[src/rtl/usb_audio_ep_dma_pkg.sv]
// Shared definitions for the USB audio endpoint DMA.
//   dma_state_e   : frame engine states
//   EP_BANK_WORDS : words per ping-pong bank, also the longest legal frame
//   OVR_MAX       : saturation value of the dropped-SoF counter
package usb_audio_ep_dma_pkg;

  typedef enum logic [1:0] {
    ST_IDLE = 2'd0,
    ST_REQ  = 2'd1,
    ST_PUSH = 2'd2
  } dma_state_e;

  localparam int unsigned EP_BANK_WORDS = 256;
  localparam logic [7:0]  OVR_MAX       = 8'hff;

endpackage

[src/rtl/usb_audio_ep_dma_fsm.sv]
// Frame engine: walks one EP-buffer bank word by word.
//   start     : accepted SoF (only asserted while idle)
//   cfg_len   : requested length, clipped to one bank and latched on start
//   wb_ack    : read acknowledge for the outstanding request
//   out_ready : downstream accepted the presented word
//   busy/req/push : state decodes (frame active, bus request, stream valid)
//   cap       : capture strobe for the read data register
//   idx_lo    : word offset inside the bank
module usb_audio_ep_dma_fsm
  import usb_audio_ep_dma_pkg::*;
#(
  parameter int AW = 9,
  parameter int LW = 9
) (
  input  logic          clk,
  input  logic          rst_n,
  input  logic          start,
  input  logic [LW-1:0] cfg_len,
  input  logic          wb_ack,
  input  logic          out_ready,
  output logic          busy,
  output logic          req,
  output logic          push,
  output logic          cap,
  output logic [AW-2:0] idx_lo
);

  // One bit wider than the in-bank offset so a full 256-word frame
  // terminates on idx+1 == len instead of wrapping.
  localparam int CW = AW;

  dma_state_e    state_q, state_d;
  logic [CW-1:0] idx_q, idx_d;
  logic [CW-1:0] len_q, len_d;
  logic [CW-1:0] len_clip;
  logic [CW-1:0] idx_inc;

  always_comb begin
    len_clip = (32'(cfg_len) > EP_BANK_WORDS) ? CW'(EP_BANK_WORDS) : CW'(cfg_len);
    idx_inc  = idx_q + CW'(1);
  end

  always_comb begin
    state_d = state_q;
    idx_d   = idx_q;
    len_d   = len_q;
    unique case (state_q)
      ST_IDLE: begin
        if (start) begin
          len_d = len_clip;
          idx_d = '0;
          // zero-length frame only consumes the bank toggle
          if (len_clip != '0) state_d = ST_REQ;
        end
      end
      ST_REQ: begin
        if (wb_ack) state_d = ST_PUSH;
      end
      ST_PUSH: begin
        if (out_ready) begin
          idx_d   = idx_inc;
          state_d = (idx_inc == len_q) ? ST_IDLE : ST_REQ;
        end
      end
      default: state_d = ST_IDLE;
    endcase
  end

  always_ff @(posedge clk or negedge rst_n) begin
    if (!rst_n) begin
      state_q <= ST_IDLE;
      idx_q   <= '0;
      len_q   <= '0;
    end else begin
      state_q <= state_d;
      idx_q   <= idx_d;
      len_q   <= len_d;
    end
  end

  // Outputs decode straight from the state flop so async reset drops
  // wb_cyc / out_valid immediately.
  assign busy   = (state_q != ST_IDLE);
  assign req    = (state_q == ST_REQ);
  assign push   = (state_q == ST_PUSH);
  assign cap    = req & wb_ack;
  assign idx_lo = idx_q[AW-2:0];

endmodule

[src/rtl/usb_audio_ep_dma.sv]
// USB audio isochronous OUT endpoint DMA.
// Per accepted SoF, reads the active ping-pong bank of the EP buffer over
// Wishbone (one outstanding single-word read) and forwards each word on a
// valid/ready sample stream.
//   clk, rst_n          : system clock, async active-low reset
//   sof, cfg_len, cfg_en: frame strobe, frame length, engine enable
//   wb_*                : EP buffer Wishbone master (read only)
//   out_*               : 32-bit sample stream (L in [31:16], R in [15:0])
//   busy, bank, ovr_cnt : frame active, bank of last frame, dropped SoFs
module usb_audio_ep_dma
  import usb_audio_ep_dma_pkg::*;
#(
  parameter int AW = 9,
  parameter int LW = 9
) (
  input  logic          clk,
  input  logic          rst_n,
  input  logic          sof,
  input  logic [LW-1:0] cfg_len,
  input  logic          cfg_en,
  output logic [AW-1:0] wb_addr,
  output logic          wb_cyc,
  output logic          wb_we,
  input  logic [31:0]   wb_rdata,
  input  logic          wb_ack,
  output logic [31:0]   out_data,
  output logic          out_valid,
  input  logic          out_ready,
  output logic          busy,
  output logic          bank,
  output logic [7:0]    ovr_cnt
);

  logic          accept, drop;
  logic          req, push, cap;
  logic [AW-2:0] idx_lo;
  logic          bank_q, bank_d;
  logic [7:0]    ovr_q, ovr_d;
  logic [31:0]   data_q, data_d;

  // busy covers REQ and PUSH; a SoF in either is a collision.
  assign accept = sof & cfg_en & ~busy;
  assign drop   = sof & cfg_en & busy;

  usb_audio_ep_dma_fsm #(.AW(AW), .LW(LW)) u_fsm (
    .clk       (clk),
    .rst_n     (rst_n),
    .start     (accept),
    .cfg_len   (cfg_len),
    .wb_ack    (wb_ack),
    .out_ready (out_ready),
    .busy      (busy),
    .req       (req),
    .push      (push),
    .cap       (cap),
    .idx_lo    (idx_lo)
  );

  always_comb begin
    bank_d = accept ? ~bank_q : bank_q;
    ovr_d  = (drop && (ovr_q != OVR_MAX)) ? ovr_q + 8'd1 : ovr_q;
    data_d = cap ? wb_rdata : data_q;
  end

  // bank resets to 1 so the first accepted frame lands in bank 0
  always_ff @(posedge clk or negedge rst_n) begin
    if (!rst_n) begin
      bank_q <= 1'b1;
      ovr_q  <= '0;
      data_q <= '0;
    end else begin
      bank_q <= bank_d;
      ovr_q  <= ovr_d;
      data_q <= data_d;
    end
  end

  assign wb_cyc    = req;
  assign wb_we     = 1'b0;
  assign wb_addr   = req ? {bank_q, idx_lo} : '0;
  assign out_valid = push;
  assign out_data  = data_q;
  assign bank      = bank_q;
  assign ovr_cnt   = ovr_q;

endmodule
[config.mk]
export PLATFORM = sky130hd
export DESIGN_NAME = usb_audio_ep_dma
export DESIGN_NICKNAME = d
export VERILOG_FILES = /design/src/rtl/usb_audio_ep_dma_pkg.sv /design/src/rtl/usb_audio_ep_dma_fsm.sv /design/src/rtl/usb_audio_ep_dma.sv
export SDC_FILE = /design/constraint.sdc
export NUM_CORES = 1
export LEC_CHECK = 0
export CORE_MARGIN = 4
export CORE_UTILIZATION = 40
export DETAILED_ROUTE_END_ITERATION = 8
export MAX_ROUTING_LAYER = met4
export PLACE_DENSITY_LB_ADDON = 0.05
export RECOVER_POWER = 50
export SLEW_MARGIN = 20
export SYNTH_ARGS = -nofsm -noshare
export SYNTH_HDL_FRONTEND = slang
export SYNTH_SLANG_ARGS = --single-unit
[constraint.sdc]
create_clock -name clk -period 4.1 [get_ports clk]
set_input_delay 0.82 -clock clk [delete_from_list [all_inputs] [get_ports clk]]
set_output_delay 0.82 -clock clk [all_outputs]
set_load 0.02 [all_outputs]
==> qor.yml <==
status: "complete, but fails checks"
violations: "max-capacitance violations, max-slew violations"
die_h_um: 92.2
syn2layout_area_growth_pct: 44.6
cts_resized: 0
ir_drop_uv: 373
io-pin-count: 101
maxCapViolations: 2
p_comb_frac: 0.439
cp-end-kind: "flip-flop"
core_um2: 6830
die_w_um: 92.2
synth_top_area_share: 0.530
via_count: 2141
route.detailed.drc: 0
pwr-share-seq: 0.355
clock_path_buffers: 2
synth_edf_count: 0
critPathArrivalTime_ns: 3.22
crit_type: "input pin to flip-flop"
place_inst: 432
cts_tree: "built"
vias_per_cell: 4.79
first_pass_iters: 4
finalWirelength_mm: 6.28
drtAntennaViolNets: 0
synthCells: 246
drtIter0Drc: 80
hold_viol: 0
grt_pass1_vias: 2189
switchingPower_mw: 0.992
synth.area.top_cells: "dfrtp_1 (53%), mux2_2 (11%), xnor2_1 (5.3%)"
ys_ff_latch: 61
post_cts_buffers: 0
cts_buffers: 9
period_share: 0.735
n_antenna_cell: 0
drive_above_1_share: 0.140
ys.flop_type: "dfrtp_1"
cts.clk_slew.worst_paths_ns: 0.07
fin_setup_tns_ns: 0
numPortBuffers: 99
leakage_nw: 1.69
cts_hold_buf: 0
grt_first_pass_wirelength_mm: 10.6
finalNonFillerCells: 447
cts_max_level: 3
clock_skew_ns: 0.00764
synthTopCellsByCount: "dfrtp_1 (60), mux2_2 (27), nand2_1 (23)"
gp_congestion: 0.766
overflow: 0
synth_top_area_cell: "dfrtp_1"
clockPowerShare: 0.206
synth_seq_area_share: 0.539
start_util: 0.415
die-area_um2: 8500
fmax_mhz: 332
wl_per_cell_um: 14.0
syn-cell-area_um2: 2830
synth-async-reset-ratio: 1.00
row_count: 30
crit_fanout: 33
syn-num-nets: 295
synth_warnings: 0
antenna_found_initial: 0
dp_hpwl_mm: 4.67
crit_required_ns: 4.31
swShare: 0.348
grtUsageTotal: 0.163
period_needed_ns: 3.01
cts_sinks: 61
hp-class: "flip-flop to flip-flop"
ys_types: 42
powerDensity_nw_per_um2: 696
worstMarginPinSlew_ns: 2.11
intPower_mw: 1.86
avgSynthCellArea_um2: 11.5
start_kind: "input pin"
grt_max_degree: 41
slew_viol_final: 75
rsz0062_at_grt: "false"
nets: 396
relSlewSlack: -0.406
clock_latency_ns: 0.33
power_mw: 2.85
yosysMostFrequentCell: "dfrtp_1"
setup_viol: 0
cts-root-buf: "clkbuf_8"
## worst max-delay path: stages
cell,delay [ns]
dlygate4sd3_1,0.57
nand2_1,0.07
clkbuf_1,1.30
mux2_2,0.44
## path summary, 6_finish.rpt
| kind | startpoint | endpoint | slack [ns] | depth (start not counted) |
|---|---|---|---|---|
| min in group asynchronous | rst_n | u_fsm.idx_q[8]$_DFFE_PN0P_ | 1.09 | 1 |
| hold / removal | out_data[23]$_DFFE_PN0P_ | out_data[23]$_DFFE_PN0P_ | 0.49 | 1 |
| hold reg to reg | out_data[23]$_DFFE_PN0P_ | out_data[23]$_DFFE_PN0P_ | 0.49 | 1 |
| max in group asynchronous | rst_n | out_data[31]$_DFFE_PN0P_ | 1.79 | 2 |
| setup / recovery | wb_ack | out_data[11]$_DFFE_PN0P_ | 1.09 | 4 |
| setup reg to reg | u_fsm.state_q[0]$_DFFE_PN0P_ | out_data[11]$_DFFE_PN0P_ | 1.48 | 4 |
## power groups by stage
stage	registers [mW]	clock network, mW	logic, mW
after floorplan	1.24	0	0.478
after global placement	1.02	0	1.26
after detailed placement	1.03	0	1.27
after CTS	1.02	0.605	1.27
after global routing	1.05	0.634	1.35
final	1.01	0.587	1.25
## area by class of cell
class	instances	area, µm²
clock buffers	11	141
fillers	618	2730
well taps	96	120
clock inverters	4	72.6
multi-input cells	172	1230
inverters	2	7.51
flip-flops and latches	61	1530
repair buffers	101	996
## sequential cells by signal, indices dropped and copies added (netlist names)
register / cells
u_fsm.state_q: 2
out_data: 32
ovr_cnt: 8
u_fsm.idx_q: 9
u_fsm.len_q: 9
bank: 1
## cells in the final DEF, fill, tap and decap left out, drive strengths merged, types with 5 or more instances in the layout
cell | synthesis | final
clkdlybuf4s50 | 0 | 96
dfrtp | 60 | 60
mux2 | 34 | 34
nand2 | 23 | 23
o21ai | 19 | 19
xnor2 | 17 | 17
clkbuf | 2 | 13
and2 | 11 | 11
nor2 | 10 | 10
nand2b | 10 | 10
nand3 | 8 | 8
a31oi | 5 | 5
xor2 | 5 | 5
## logic make-up (layout without fill, tap and decap cells)
group,Yosys count,after routing,synth area share
adder cells (fa/ha/maj),2,2,0.00883
multiplexers,34,34,0.135
flip-flops,61,61,0.539
XOR/XNOR,22,22,0.0680
buffers and inverters,13,118,0.0238
AO/OA/AOI/OAI,32,32,0.0675
AND/OR/NAND/NOR,81,81,0.156
other,1,1,0.00132
## layer usage
metal  global-route usage  vias up  wire (µm)
li1                     -     1065          -
met5                    -        -          0
met1                0.220     1012       2930
met2                0.241       57       2980
met3               0.0361        7        315
met4               0.0631        0         55
## per-stage QoR
stage / util / hold WS [ns] / instance area [µm²] / setup slack (ns)
5_1_grt: 0.600 / 0.513 / 4100 / 0.949
3_5_place_dp: 0.570 / 0.481 / 3890 / 1.46
2_1_floorplan: - / 0.469 / 2830 / 2.09
6_report: 0.600 / 0.491 / 4100 / 1.09
4_1_cts: 0.601 / 0.498 / 4110 / 1.14
3_3_place_gp: 0.570 / 0.472 / 3890 / 1.46
No activity file was read; power rests on OpenSTA's default activity.
